File: config.mk
export PLATFORM = sky130hd
export DESIGN_NAME = satd_accumulator
export DESIGN_NICKNAME = d
export VERILOG_FILES = /design/src/rtl/satd_accumulator.sv
export SDC_FILE = /design/constraint.sdc
export NUM_CORES = 1
export LEC_CHECK = 0
export BUFFER_PORTS_ARGS = -buffer_cell sky130_fd_sc_hd__buf_4
export CAP_MARGIN = 20
export CELL_PAD_IN_SITES_DETAIL_PLACEMENT = 1
export CELL_PAD_IN_SITES_GLOBAL_PLACEMENT = 1
export CORE_MARGIN = 1
export CORE_UTILIZATION = 40
export DETAILED_ROUTE_END_ITERATION = 10
export PLACE_DENSITY_LB_ADDON = 0.1
export SYNTH_ARGS = -nofsm -noshare
export SYNTH_HDL_FRONTEND = slang
export SYNTH_SLANG_ARGS = --single-unit
File: constraint.sdc
create_clock -name clk -period 5.17 [get_ports clk]
set_input_delay 0 -clock clk [delete_from_list [all_inputs] [get_ports clk]]
set_output_delay 0 -clock clk [all_outputs]
set_load 0.03 [all_outputs]
File: src/rtl/satd_accumulator.sv
// satd_accumulator
//   Consumes the column-Hadamard output of the SATD engine and produces one
//   sum-of-absolute-transformed-differences value per 8x8 block.
//   Each row goes through abs -> 8-input adder tree -> 8-row accumulation,
//   and the final sum is normalized with rounding.
//
// Ports
//   clk         rising-edge clock
//   reset       synchronous, active-high reset
//   stage       sequencer stage (0..3); row data is present only in stage 2
//   count       sequencer row index 0..7 within the stage
//   coef_in     8 two's-complement coefficients, lane i at [COEF_W*(i+1)-1 : COEF_W*i]
//   satd_out    normalized block SATD, held until the next result
//   satd_valid  one-cycle pulse marking a new satd_out
//   busy        a block is in flight (input FSM in ACCUM or a pipeline stage valid)
//   seq_err     one-cycle pulse, one cycle after a row-sequence violation
//   dbg_state   input FSM state (0 = IDLE, 1 = ACCUM)
//
// Interface contract: a row is valid exactly when stage==2; there is no
// ready/backpressure, so every stage-2 cycle is either accepted or rejected
// (with seq_err) in that same cycle. satd_valid is a single-cycle strobe with
// no acknowledge.
//
// ACC_W must be at least COEF_W+6 so 64 full-scale magnitudes cannot overflow.

module satd_accumulator #(
    parameter int COEF_W     = 16,
    parameter int ACC_W      = 22,
    parameter int NORM_SHIFT = 2
) (
    input  logic                clk,
    input  logic                reset,
    input  logic [1:0]          stage,
    input  logic [2:0]          count,
    input  logic [8*COEF_W-1:0] coef_in,
    output logic [ACC_W-1:0]    satd_out,
    output logic                satd_valid,
    output logic                busy,
    output logic                seq_err,
    output logic                dbg_state
);

    typedef enum logic {
        S_IDLE  = 1'b0,
        S_ACCUM = 1'b1
    } state_t;

    localparam int SUM_W = COEF_W + 3;
    localparam logic [COEF_W-1:0] ONE_C = COEF_W'(1);
    // Half an output LSB; zero when no shift is applied.
    localparam logic [ACC_W:0] ROUND = (ACC_W+1)'((1 << NORM_SHIFT) >> 1);

    // Input FSM
    state_t      state_q, state_d;
    logic [2:0]  row_cnt_q, row_cnt_d;
    logic        seq_err_q, seq_err_d;
    logic        accept, tag_first, tag_last, abort;
    logic        is_row;

    // S1: per-lane magnitudes
    logic              s1_valid_q, s1_valid_d;
    logic              s1_first_q, s1_first_d;
    logic              s1_last_q,  s1_last_d;
    logic [COEF_W-1:0] s1_abs_q [8];
    logic [COEF_W-1:0] s1_abs_d [8];
    logic [COEF_W-1:0] lane     [8];

    // S2: row sum
    logic             s2_valid_q, s2_valid_d;
    logic             s2_first_q, s2_first_d;
    logic             s2_last_q,  s2_last_d;
    logic [SUM_W-1:0] s2_sum_q,   s2_sum_d;

    // S3: accumulator and result
    logic             s3_en;
    logic [ACC_W-1:0] acc_q, acc_d, acc_next;
    logic [ACC_W:0]   rounded;
    logic [ACC_W-1:0] satd_out_q, satd_out_d;
    logic             satd_valid_q, satd_valid_d;

    always_comb begin
        state_d   = state_q;
        row_cnt_d = row_cnt_q;
        seq_err_d = 1'b0;
        accept    = 1'b0;
        tag_first = 1'b0;
        tag_last  = 1'b0;
        abort     = 1'b0;
        is_row    = (stage == 2'd2);
        case (state_q)
            S_IDLE: begin
                if (is_row) begin
                    if (count == 3'd0) begin
                        accept    = 1'b1;
                        tag_first = 1'b1;
                        row_cnt_d = 3'd1;
                        state_d   = S_ACCUM;
                    end else begin
                        seq_err_d = 1'b1;
                    end
                end
            end
            S_ACCUM: begin
                if (is_row && (count == row_cnt_q)) begin
                    accept    = 1'b1;
                    row_cnt_d = row_cnt_q + 3'd1;
                    if (count == 3'd7) begin
                        tag_last  = 1'b1;
                        row_cnt_d = 3'd0;
                        state_d   = S_IDLE;
                    end
                end else begin
                    abort     = 1'b1;
                    seq_err_d = 1'b1;
                    // A violating row that is itself a row 0 restarts the block.
                    if (is_row && (count == 3'd0)) begin
                        accept    = 1'b1;
                        tag_first = 1'b1;
                        row_cnt_d = 3'd1;
                    end else begin
                        row_cnt_d = 3'd0;
                        state_d   = S_IDLE;
                    end
                end
            end
            default: begin
                state_d   = S_IDLE;
                row_cnt_d = 3'd0;
            end
        endcase
    end

    always_comb begin
        s1_valid_d = accept;
        s1_first_d = tag_first;
        s1_last_d  = tag_last;
        for (int i = 0; i < 8; i++) begin
            lane[i] = coef_in[i*COEF_W +: COEF_W];
            // Unsigned result, so the most negative input maps to 2^(COEF_W-1).
            s1_abs_d[i] = lane[i][COEF_W-1] ? (~lane[i] + ONE_C) : lane[i];
        end
    end

    // On abort, the S1 row always belongs to the aborted block. The S2 row
    // belongs to it too unless it is the previous block's last row, which
    // must still complete.
    always_comb begin
        s2_valid_d = s1_valid_q && !abort;
        s2_first_d = s1_first_q;
        s2_last_d  = s1_last_q;
        s2_sum_d   = '0;
        for (int i = 0; i < 8; i++) begin
            s2_sum_d = s2_sum_d + {3'b000, s1_abs_q[i]};
        end
    end

    always_comb begin
        s3_en        = s2_valid_q && !(abort && !s2_last_q);
        acc_next     = (s2_first_q ? '0 : acc_q) + {{(ACC_W-SUM_W){1'b0}}, s2_sum_q};
        acc_d        = s3_en ? acc_next : acc_q;
        rounded      = {1'b0, acc_next} + ROUND;
        satd_valid_d = s3_en && s2_last_q;
        satd_out_d   = satd_valid_d ? ACC_W'(rounded >> NORM_SHIFT) : satd_out_q;
    end

    always_ff @(posedge clk) begin
        if (reset) begin
            state_q      <= S_IDLE;
            row_cnt_q    <= '0;
            seq_err_q    <= 1'b0;
            s1_valid_q   <= 1'b0;
            s1_first_q   <= 1'b0;
            s1_last_q    <= 1'b0;
            for (int i = 0; i < 8; i++) s1_abs_q[i] <= '0;
            s2_valid_q   <= 1'b0;
            s2_first_q   <= 1'b0;
            s2_last_q    <= 1'b0;
            s2_sum_q     <= '0;
            acc_q        <= '0;
            satd_out_q   <= '0;
            satd_valid_q <= 1'b0;
        end else begin
            state_q      <= state_d;
            row_cnt_q    <= row_cnt_d;
            seq_err_q    <= seq_err_d;
            s1_valid_q   <= s1_valid_d;
            s1_first_q   <= s1_first_d;
            s1_last_q    <= s1_last_d;
            for (int i = 0; i < 8; i++) s1_abs_q[i] <= s1_abs_d[i];
            s2_valid_q   <= s2_valid_d;
            s2_first_q   <= s2_first_d;
            s2_last_q    <= s2_last_d;
            s2_sum_q     <= s2_sum_d;
            acc_q        <= acc_d;
            satd_out_q   <= satd_out_d;
            satd_valid_q <= satd_valid_d;
        end
    end

    assign satd_out   = satd_out_q;
    assign satd_valid = satd_valid_q;
    assign seq_err    = seq_err_q;
    assign busy       = (state_q == S_ACCUM) || s1_valid_q || s2_valid_q;
    assign dbg_state  = state_q;

endmodule

==> metrics.txt <==
IO Port Bufs=~160; critical-path maximum fanout=2; DR vias/cell=4.97; Sw Share=38.3%; max-cap violations=0; DP HPWL=28500 um; count of final setup violators=0; grt ovf=0; Register Area=4040 um^2; Reg-to-Reg Start=s1_abs_q[1][2]; Gate Count Post-Synth=around 1500; Crit. End Element=flop; VDD IR max=0.312 mV; height of the chip=182 um; # nets final=~2200; core box area=31800 um^2; fraction of layout cells with a size suffix above 1=12.0%; final-report max-slew violation count=0; flop-to-flop setup slack=0.23 ns; H-tree levels=1; clock sinks=between 200 and 250; Max Buffers Root-to-Sink=3; Main synth FF type=dfxtp_1; Reg-to-Reg End=s2_sum_q[18]; Post-synth EDFFs=0; status=finished clean; Starting Density=41.0%; area grow syn2layout=38.4%; die area=about 33000 um^2; commonest non-fill, non-tap cell in the layout=dlygate4sd3_1; drt wl/cell=~19 um; global-route wire length before repair=71100 um; Switch Pwr=2.63 mW; post-route ant nets=0; most frequent cells in the layout=259 x dlygate4sd3_1, 252 x inv_1, 218 x nor2_1, 202 x dfxtp_1, 168 x buf_4; post-layout min period=roughly 5 ns; CP startpoint=s1_abs_q[1][2]; Tot GR Track Use=27.4%; Yosys cell types=76; number of global-route vias before repair=approximately 13000; pre-CTS setup slack=0.0753 ns; Worst Tran Pin Value=0.907 ns; Logic pwr share=between 40% and 50%; min setup slack post-route=0.232 ns; crit path DAT=5.30 ns; Synth Cell Area=13000 um^2; Seq/Total Area, Yosys=a little under a third; chip width=about 180 um; I/O pins=161; P per Cell Area=around 380 nW/um^2; unrepaired setup endpoints after global routing=no; cts bufs inserted=23; Root Driver=clkbuf_16; Final TNS setup=0 ns; Net Count, Synth=1816; syn avg cell area=8.48 um^2; vias=11900; Total Power=roughly 7 mW; Final Skew=0.0128 ns; GP Congestion=0.868; hold depth=4; CTS clk-pin slew, worst paths=0.06 ns; cell leakage power=about 8.1 nW; Ys Warns=0; drt initial violations=407; hold_ws=0.0343 ns; CTS tree=built; DRC=0; share of total power in sequential cells=25.7%; Worst R2R Path Depth=19; Setup crit end=s2_sum_q[18]; post-synthesis async set-or-reset flop share=0%; Crit Path Class=reg -> reg; Worst-Skew Late Latency=0.52 ns; startpoint types=flop; fillers=around 3700; synthesis-stage register bit count=between 200 and 250; Clock Power Share=25.2%; worst hold path class=in -> reg; multi-input logic area=7830 um^2; largest net degree at the start of global routing=86; Final Hold Fails=0; Site Rows=between 60 and 70; initial antenna violation count=1; drt total wl=about 45000 um; router iterations before antenna repair=5; Slew HR=between 30% and 40%; period utilization=95.5%; Max Clk Rate=203 MHz; worst path required time=~5.5 ns; Pint=4.24 mW
## area by class of cell
class,count,area share [%]
Multi-Input combinational cell,1033,43.5
Sequential cell,202,22.4
Timing Repair Buffer,428,21.4
Clock buffer,31,3.69
Clock inverter,9,0.694
Inverter,252,5.25
Antenna cell,1,0.0139
Tap cell,435,3.02
## what timing repair did
action                                  in CTS  in global routing
hold buffers                               259                  0
endpoints found under the setup margin       0                  5
buffers inserted                             0                  0
resized for setup                            0                  5
endpoints found under the hold margin      149                  0
## through the flow
step,area (um^2),std cells,util (%)
2_1_floorplan,13000,1537,-
3_3_place_gp,14600,2091,46.0
3_5_place_dp,14600,2091,46.0
4_1_cts,18000,2390,56.6
5_1_grt,18000,2391,56.7
6_report,18000,2391,56.7
## worst min path at each step
stage	from	end	slack, ns
after floorplan	coef_in[45]	s1_abs_q[0][47]	0.08
after global placement	coef_in[45]	s1_abs_q[0][47]	0.23
after detailed placement	coef_in[45]	s1_abs_q[0][47]	0.22
after CTS	coef_in[127]	s1_abs_q[1][59]	0.003
after global routing	coef_in[127]	s1_abs_q[1][59]	0.04
final	coef_in[127]	s1_abs_q[1][59]	0.03
## routing by layer
layer / routed length, um / track usage [%] / up-vias
met5: 0 / 0 / -
met1: 18300 / 31.4 / 5861
li1: - / - / 5720
met3: 1160 / 2.49 / 87
met4: 1940 / 11.3 / 0
met2: 23500 / 51.6 / 215
## cells by family after synthesis
logic type                 synth area share [%]
AOI/OAI and AO/OA                          11.7
buffers and inverters                      9.00
and+or+nand+nor                            18.4
muxes                                     0.615
other                                    0.0288
adders and majority gates                  19.4
xor gates and xnor gates                   9.87
DFF                                        31.0
## power groups by stage
stage / clock network, mW / registers, mW / logic [mW]
floorplan: 0 / 1.77 / 2.27
finish: 1.73 / 1.77 / 3.38
global route: 1.82 / 1.77 / 3.79
detailed placement: 0 / 1.79 / 3.03
global placement: 0 / 1.79 / 2.93
CTS: 1.75 / 1.76 / 3.25
## registers in the layout, indices dropped and copies added, names as in the netlist
name and count:
dbg_state 1, s1_valid_q 1, s2_sum_q 19, s2_last_q 1, acc_q 22, s2_first_q 1
satd_out 21, s2_valid_q 1, s1_first_q 1, s1_abs_q 128, s1_last_q 1, row_cnt_q 3
seq_err 1, satd_valid 1
## worst max-delay path: stages (launching register included)
cell      delay [ns]
dfxtp_1         0.32
inv_1           0.06
fa_1            0.54
inv_1           0.06
fa_1            0.51
fa_1            0.55
inv_1           0.06
fa_1            0.53
inv_1           0.04
ha_1            0.22
fa_1            0.40
a21o_1          0.21
a21oi_2         0.16
o21bai_1        0.08
a21oi_1         0.18
o21ai_1         0.14
a41oi_2         0.24
a21oi_1         0.13
a211oi_1        0.26
nor3_1          0.08
## cell usage after synthesis (all sizes together) (4+ instances only)
cell type	number	share of area, %
ha	48	4.6
a21oi	55	2.1
mux2i	8	0.61
o211ai	5	0.39
xor2	111	7.5
nor3	35	1.4
o21ai	36	1.4
a21o	12	0.76
xnor2	35	2.4
or3	21	1.0
or4	10	0.58
buf	9	0.47
nand2b	11	0.53
and2	4	0.19
nand4	7	0.38
o31a	4	0.34
and3	5	0.24
inv	252	7.3
o21a	6	0.40
nor2b	38	1.9
nor3b	4	0.27
a211oi	24	1.4
o41ai	9	0.61
nor2	218	6.3
clkbuf	41	1.3
fa	96	15
nor4	10	0.62
nand2	118	3.4
nand3	21	0.81
o21bai	6	0.35
dfxtp	202	31
o31ai	37	2.1
(Power assumes the default switching activity.)
